## src/rtl/ddr_burst_arbiter.sv

```systemverilog
// ddr_burst_arbiter
//   Shares one DDR burst port between NUM_REQ requesters. Round-robin
//   arbitration at burst granularity, one controller command per grant, and
//   the grant is held until the controller reports the burst finished.
//   A zero-length burst completes without reaching the controller, and a
//   burst that does not finish within TIMEOUT cycles sets a sticky error.
//
// Ports
//   clk, rst                 clock, synchronous active-high reset
//   req_rd / req_wr          per-requester read / write burst requests (level)
//   req_*_addr, req_*_len    packed per-requester burst address / length
//   req_wr_data              packed per-requester write data
//   grant                    one-hot current owner
//   req_wr_data_req          write-data pop strobe, owner only
//   req_rd_data              read data, broadcast
//   req_rd_data_valid        read-data strobe, owner only
//   req_done                 one-cycle completion pulse to the owner
//   mem_*                    DDR controller burst interface
//   init_calib_complete      DDR calibration done; gates arbitration
//   timeout_err              sticky hung-burst flag
module ddr_burst_arbiter #(
   parameter int NUM_REQ        = 3,
   parameter int DDR_DATA_WIDTH = 128,
   parameter int DDR_ADDR_WIDTH = 28,
   parameter int TIMEOUT        = 4096
) (
   input  logic                               clk,
   input  logic                               rst,
   input  logic [NUM_REQ-1:0]                 req_rd,
   input  logic [NUM_REQ-1:0]                 req_wr,
   input  logic [NUM_REQ*DDR_ADDR_WIDTH-1:0]  req_rd_addr,
   input  logic [NUM_REQ*DDR_ADDR_WIDTH-1:0]  req_wr_addr,
   input  logic [NUM_REQ*10-1:0]              req_rd_len,
   input  logic [NUM_REQ*10-1:0]              req_wr_len,
   input  logic [NUM_REQ*DDR_DATA_WIDTH-1:0]  req_wr_data,
   output logic [NUM_REQ-1:0]                 grant,
   output logic [NUM_REQ-1:0]                 req_wr_data_req,
   output logic [DDR_DATA_WIDTH-1:0]          req_rd_data,
   output logic [NUM_REQ-1:0]                 req_rd_data_valid,
   output logic [NUM_REQ-1:0]                 req_done,
   output logic                               mem_rd_burst_req,
   output logic                               mem_wr_burst_req,
   output logic [DDR_ADDR_WIDTH-1:0]          mem_rd_burst_addr,
   output logic [DDR_ADDR_WIDTH-1:0]          mem_wr_burst_addr,
   output logic [9:0]                         mem_rd_burst_len,
   output logic [9:0]                         mem_wr_burst_len,
   output logic [DDR_DATA_WIDTH-1:0]          mem_wr_burst_data,
   input  logic                               mem_wr_burst_data_req,
   input  logic [DDR_DATA_WIDTH-1:0]          mem_rd_burst_data,
   input  logic                               mem_rd_burst_data_valid,
   input  logic                               mem_burst_finish,
   input  logic                               init_calib_complete,
   output logic                               timeout_err
);

   localparam int PW = $clog2(NUM_REQ);
   localparam int TW = $clog2(TIMEOUT + 1);

   typedef enum logic [1:0] {IDLE, ISSUE, BUSY, DONE} state_t;

   state_t                    state, state_nxt;
   logic [PW-1:0]             rr_ptr;
   logic [TW-1:0]             timer;
   logic                      dir_rd;
   logic [DDR_ADDR_WIDTH-1:0] addr_q;
   logic [9:0]                len_q;

   logic                      win_valid;
   logic [PW-1:0]             win_idx;
   logic                      win_rd;
   logic [DDR_ADDR_WIDTH-1:0] win_addr;
   logic [9:0]                win_len;
   logic [PW:0]               cand;
   logic                      arb_go;
   logic                      timer_exp;

   // Round-robin search starting at rr_ptr; candidate index wraps modulo NUM_REQ.
   always_comb begin
      win_valid = 1'b0;
      win_idx   = '0;
      cand      = '0;
      for (int unsigned i = 0; i < NUM_REQ; i++) begin
         cand = {1'b0, rr_ptr} + (PW+1)'(i);
         if (cand >= (PW+1)'(NUM_REQ))
            cand = cand - (PW+1)'(NUM_REQ);
         if (!win_valid && (req_rd[cand[PW-1:0]] || req_wr[cand[PW-1:0]])) begin
            win_valid = 1'b1;
            win_idx   = cand[PW-1:0];
         end
      end
      // Read takes priority when the winner requests both directions.
      win_rd   = req_rd[win_idx];
      win_addr = win_rd ? req_rd_addr[win_idx*DDR_ADDR_WIDTH +: DDR_ADDR_WIDTH]
                        : req_wr_addr[win_idx*DDR_ADDR_WIDTH +: DDR_ADDR_WIDTH];
      win_len  = win_rd ? req_rd_len[win_idx*10 +: 10]
                        : req_wr_len[win_idx*10 +: 10];
   end

   assign arb_go    = init_calib_complete && win_valid;
   assign timer_exp = (timer == TW'(TIMEOUT - 1));

   always_comb begin
      state_nxt = state;
      case (state)
         IDLE:    if (arb_go) state_nxt = (win_len == '0) ? DONE : ISSUE;
         ISSUE:   state_nxt = BUSY;
         BUSY:    if (mem_burst_finish || timer_exp) state_nxt = DONE;
         DONE:    state_nxt = IDLE;
         default: state_nxt = IDLE;
      endcase
   end

   always_ff @(posedge clk) begin
      if (rst) begin
         state       <= IDLE;
         rr_ptr      <= '0;
         timer       <= '0;
         grant       <= '0;
         dir_rd      <= 1'b0;
         addr_q      <= '0;
         len_q       <= '0;
         timeout_err <= 1'b0;
      end else begin
         state <= state_nxt;
         case (state)
            IDLE: begin
               if (arb_go) begin
                  grant  <= NUM_REQ'(1) << win_idx;
                  rr_ptr <= (win_idx == PW'(NUM_REQ - 1)) ? '0 : win_idx + 1'b1;
                  dir_rd <= win_rd;
                  addr_q <= win_addr;
                  len_q  <= win_len;
               end
            end
            ISSUE: timer <= '0;
            BUSY: begin
               timer <= timer + 1'b1;
               if (timer_exp) timeout_err <= 1'b1;
            end
            DONE: grant <= '0;
            default: ;
         endcase
      end
   end

   // Owner data mux: grant is one-hot, so an AND-OR tree is sufficient.
   always_comb begin
      mem_wr_burst_data = '0;
      for (int unsigned i = 0; i < NUM_REQ; i++)
         if (grant[i]) mem_wr_burst_data = mem_wr_burst_data | req_wr_data[i*DDR_DATA_WIDTH +: DDR_DATA_WIDTH];
   end

   assign mem_rd_burst_req  = (state == ISSUE) &&  dir_rd;
   assign mem_wr_burst_req  = (state == ISSUE) && !dir_rd;
   assign mem_rd_burst_addr = addr_q;
   assign mem_wr_burst_addr = addr_q;
   assign mem_rd_burst_len  = len_q;
   assign mem_wr_burst_len  = len_q;

   // Controller strobes only reach the owner, and only while a burst is in flight.
   assign req_wr_data_req   = (state == BUSY && mem_wr_burst_data_req)   ? grant : '0;
   assign req_rd_data_valid = (state == BUSY && mem_rd_burst_data_valid) ? grant : '0;
   assign req_rd_data       = (state == BUSY) ? mem_rd_burst_data : '0;
   assign req_done          = (state == DONE) ? grant : '0;

endmodule

```

## config.mk

```make
export PLATFORM = sky130hd
export DESIGN_NAME = ddr_burst_arbiter
export DESIGN_NICKNAME = d
export VERILOG_FILES = /design/src/rtl/ddr_burst_arbiter.sv
export SDC_FILE = /design/constraint.sdc
export NUM_CORES = 1
export LEC_CHECK = 0
export CORE_AREA = 5 5 419 421
export CTS_CLUSTER_DIAMETER = 120
export CTS_CLUSTER_SIZE = 12
export DETAILED_ROUTE_END_ITERATION = 12
export DIE_AREA = 0 0 424 426
export GPL_TIMING_DRIVEN = 0
export SYNTH_ARGS = -nofsm -noshare
export SYNTH_HDL_FRONTEND = slang
export SYNTH_SLANG_ARGS = --single-unit
export TNS_END_PERCENT = 50
```

## constraint.sdc

```tcl
create_clock -name clk -period 3.8 [get_ports clk]
set_clock_uncertainty 0.1 [all_clocks]
set_input_delay 0.76 -clock clk [delete_from_list [all_inputs] [get_ports clk]]
set_output_delay 0.76 -clock clk [all_outputs]
set_load 0.02 [all_outputs]
```

==> results by group <==
Route
  – Drt first pass iters: 11
  – Via density: 3.400
  – WL final: 166.2 mm
  – # DRC: 0
  – Drt initial violations: 1616
  – Vias: 15085
  – Wire length per cell: 37.46 um
  – DRT antenna net count: 0

Power and ir drop
  – Reg power frac: 9.5%
  – Sw frac: 54.48%
  – Clock Power Share: 7.8%
  – Worst vdd ir: 310.1 uV
  – Total Power: 11.13 mW
  – Logic pwr share: 82.8%
  – Pint: 5.067 mW
  – NetSw: 6.065 mW
  – PD cells: 501.0 nW/um2
  – LEAKAGE: 8.262 nW

Timing
  – Slew Limit Fails: 0
  – Slew of the pin with the lowest slew margin: 1.372 ns
  – Final Critical Period: 3.851 ns
  – Slew HR: 8.517%
  – Hold slack: 0.3744 ns
  – RSZ-0062 raised after global routing: yes
  – Setup TNS: -0.05218 ns
  – Final Hold Violating Endpoints: 0
  – Final Cycle Share: 101.3%
  – Final worst slack: -0.05082 ns
  – Max frequency: 259.7 MHz
  – Final setup violating endpoints: 2

Min path
  – Hold WC Path Type: reg -> reg

Clock tree
  – Total clock sinks: 60
  – Num CTS Buffers: 9
  – H-tree lvl count: 3
  – Clock transition at path regs: 0.06 ns
  – Clock root buffer: clkbuf_16
  – Clock tree buffer depth: 2
  – Clk_lat worst skew: 0.36 ns
  – CTS tree: done

GRT
  – Gr ovfl total: 0
  – First-pass GRT wire length: 194.3 mm
  – Largest net degree at the start of global routing: 13
  – GRT Total Usage: 17.22%
  – Vias in the first global route: 14132
  – Initial antenna violation count: 230

Status
  – Status: complete, but fails checks
  – Violated checks: setup timing

Setup path
  – CP max FO: 10
  – Startpoint types: register
  – Crit path largest cell delay: 0.78 ns
  – Cell Chain, Critical Path: inv_2 -> ha_4 -> buf_2 -> a21o_1 -> o32ai_2 -> nor3_1 -> clkbuf_2 -> clkbuf_1 -> a221oi_1 -> o221ai_1 -> o21ai_0 -> nor2_1
  – Crit. End Element: register
  – Worst EP arrival: 3.96 ns
  – WS Path Type: reg -> reg
  – Data required, critical path: 3.91 ns
  – Slowest-stage cell, CP: a221oi_1

Die
  – Initial Utilization: 4.309%
  – Die Span X: 424 um
  – DIE AREA: 180600 um2
  – DIE HEIGHT: 426 um
  – Ports: 1099
  – Core area: 171000 um2
  – Rows: 152

Logic synthesis
  – Post-Syn Area per Cell: 7.389 um2
  – Synth Net Count: 1759
  – Post-synth ARST share: 0%
  – Main flop type after synthesis: dfxtp_1
  – Synth cell types: 57
  – Synth Register Bits: 60
  – EDFF count, synth: 0
  – Number of cells produced by synthesis: 997
  – Mapped Area: 7367 um2
  – Syn. warnings: 0
  – Sequential-to-total area share from yosys stat: 16.30%

Finish
  – Util after Layout: 13.00%
  – Share of cells above drive strength 1: 8.495%
  – Final net count: 2876
  – P&R area growth vs syn: 201.6%

Placement
  – Post-DP HPWL: 153.2 mm
  – Placer Congestion: 1.039
  – I/O Buffers: 1098

Job
  – Max-cap violations: 0
==> repair_timing <==
action	CTS	global route
resized for setup	126	37
setup buffers	2	6
hold buffers	0	0
pin swaps	10	18
cloned	0	1
endpoints found under the setup margin	285	38
==> final cells by class <==
cell class / instances / area (um2)
buffer: 145 / 842.1
antenna: 85 / 212.7
fill: 19519 / 148800
inverter: 136 / 510.5
clock buffer: 9 / 225.2
sequential: 60 / 1209
clock inverter: 7 / 75.07
timing repair buffer: 1107 / 11040
tap: 2233 / 2794
multi-input combinational: 655 / 5314
==> registers in the layout, indices dropped and copies added, names as in the netlist <==
name	cells
dir_rd	1
grant	3
mem_rd_burst_addr	28
mem_rd_burst_len	10
rr_ptr	2
state	2
timeout_err	1
timer	13
==> Yosys cell counts, types with 2 or more instances <==
| cell type | number | share of area [%] |
|---|---|---|
| inv_1 | 136 | 6.9 |
| and2_1 | 135 | 11 |
| a222oi_1 | 128 | 17 |
| clkbuf_1 | 95 | 4.8 |
| nor2_1 | 67 | 3.4 |
| a221oi_1 | 60 | 7.1 |
| dfxtp_1 | 60 | 16 |
| buf_4 | 41 | 4.2 |
| o21ai_0 | 39 | 2.6 |
| mux2i_1 | 38 | 5.2 |
| o221ai_1 | 31 | 3.7 |
| a21oi_1 | 24 | 1.6 |
| nand2_1 | 14 | 0.71 |
| a211oi_1 | 13 | 1.3 |
| mux2_2 | 11 | 1.7 |
| ha_1 | 10 | 1.7 |
| xor2_1 | 8 | 0.95 |
| and3_1 | 7 | 0.59 |
| buf_1 | 6 | 0.31 |
| nand3_1 | 6 | 0.41 |
| nor3_1 | 6 | 0.41 |
| nand2b_1 | 5 | 0.42 |
| nand4_1 | 5 | 0.42 |
| or3_1 | 4 | 0.34 |
| a21o_1 | 3 | 0.31 |
| a22oi_1 | 3 | 0.31 |
| buf_6 | 3 | 0.46 |
| a211o_1 | 2 | 0.24 |
| a221oi_2 | 2 | 0.41 |
| a31o_2 | 2 | 0.24 |
| mux2_1 | 2 | 0.31 |
| mux2_4 | 2 | 0.41 |
| nor2b_1 | 2 | 0.17 |
| o211a_1 | 2 | 0.27 |
| o21bai_1 | 2 | 0.20 |
| xnor2_1 | 2 | 0.24 |
==> worst paths after layout <==
path / from / to / slack [ns] / depth (start not counted)
setup / recovery: rr_ptr[0]$_SDFFE_PP0P_ / mem_rd_burst_addr[7]$_SDFFE_PP0P_ / -0.05 / 12
hold / removal: timeout_err$_SDFFE_PP0P_ / timeout_err$_SDFFE_PP0P_ / 0.37 / 2
setup reg to reg: rr_ptr[0]$_SDFFE_PP0P_ / mem_rd_burst_addr[7]$_SDFFE_PP0P_ / -0.05 / 12
hold reg to reg: timeout_err$_SDFFE_PP0P_ / timeout_err$_SDFFE_PP0P_ / 0.37 / 2
==> kinds of logic after synthesis <==
logic type               count (synthesis)  synth area share, %
AO/OA/AOI/OAI                          325                37.48
buffers and inverters                  282                16.78
AND/OR/NAND/NOR                        257                18.99
flip-flops                              60                16.30
multiplexers                            53                7.558
XOR/XNOR                                10                1.189
adder cells (fa/ha/maj)                 10                1.698
==> worst max-delay path: cells and delay by family, from the launching register on <==
kind	cells	cell delay, ns
fa+ha+maj	1	0.24
compound gates	5	1.80
flops	1	0.38
buf+inv	4	0.95
simple gates	2	0.22
==> power groups by stage <==
stage | Clock [mW] | Combinational, mW | Sequential, mW
5_1_grt | 0.919 | 9.58 | 1.07
2_1_floorplan | 0 | 3.73 | 1.08
3_5_place_dp | 0 | 8.63 | 1.07
6_report | 0.865 | 9.21 | 1.05
3_3_place_gp | 0 | 8.62 | 1.07
4_1_cts | 0.899 | 9.07 | 1.06
==> per-layer routing <==
| layer | vias to the layer above | track usage, % | part of all wire, % |
|---|---|---|---|
| met5 | - | 2.849 | 0.41 |
| met4 | 112 | 4.369 | 3.4 |
| met3 | 310 | 11.67 | 16 |
| met2 | 1205 | 25.78 | 42 |
| met1 | 7344 | 19.80 | 38 |
| li1 | 6114 | - | - |
==> through the flow <==
| stage | setup slack, ns | cells | area, um2 |
|---|---|---|---|
| global route | -0.04486 | 4386 | 22090 |
| detailed placement | -1.601 | 4328 | 21160 |
| global placement | -1.559 | 4328 | 21150 |
| CTS | -0.1841 | 4345 | 21860 |
| finish | -0.05082 | 4437 | 22220 |
| floorplan | 0.2653 | 997 | 7367 |
==> cells in the final DEF, fill, tap and decap left out, types with 14 or more instances in the layout <==
master / instances
inv_1: 135
clkbuf_2: 23
diode_2: 85
clkdlybuf4s50_1: 1074
a221oi_1: 49
buf_4: 46
nor2_1: 64
and2_1: 135
a21oi_1: 22
mux2i_1: 32
dfxtp_1: 58
clkbuf_4: 15
nand2_1: 14
o221ai_1: 26
a222oi_1: 128
clkbuf_1: 60
o21ai_0: 39
Power figures use the tool's default switching activity.
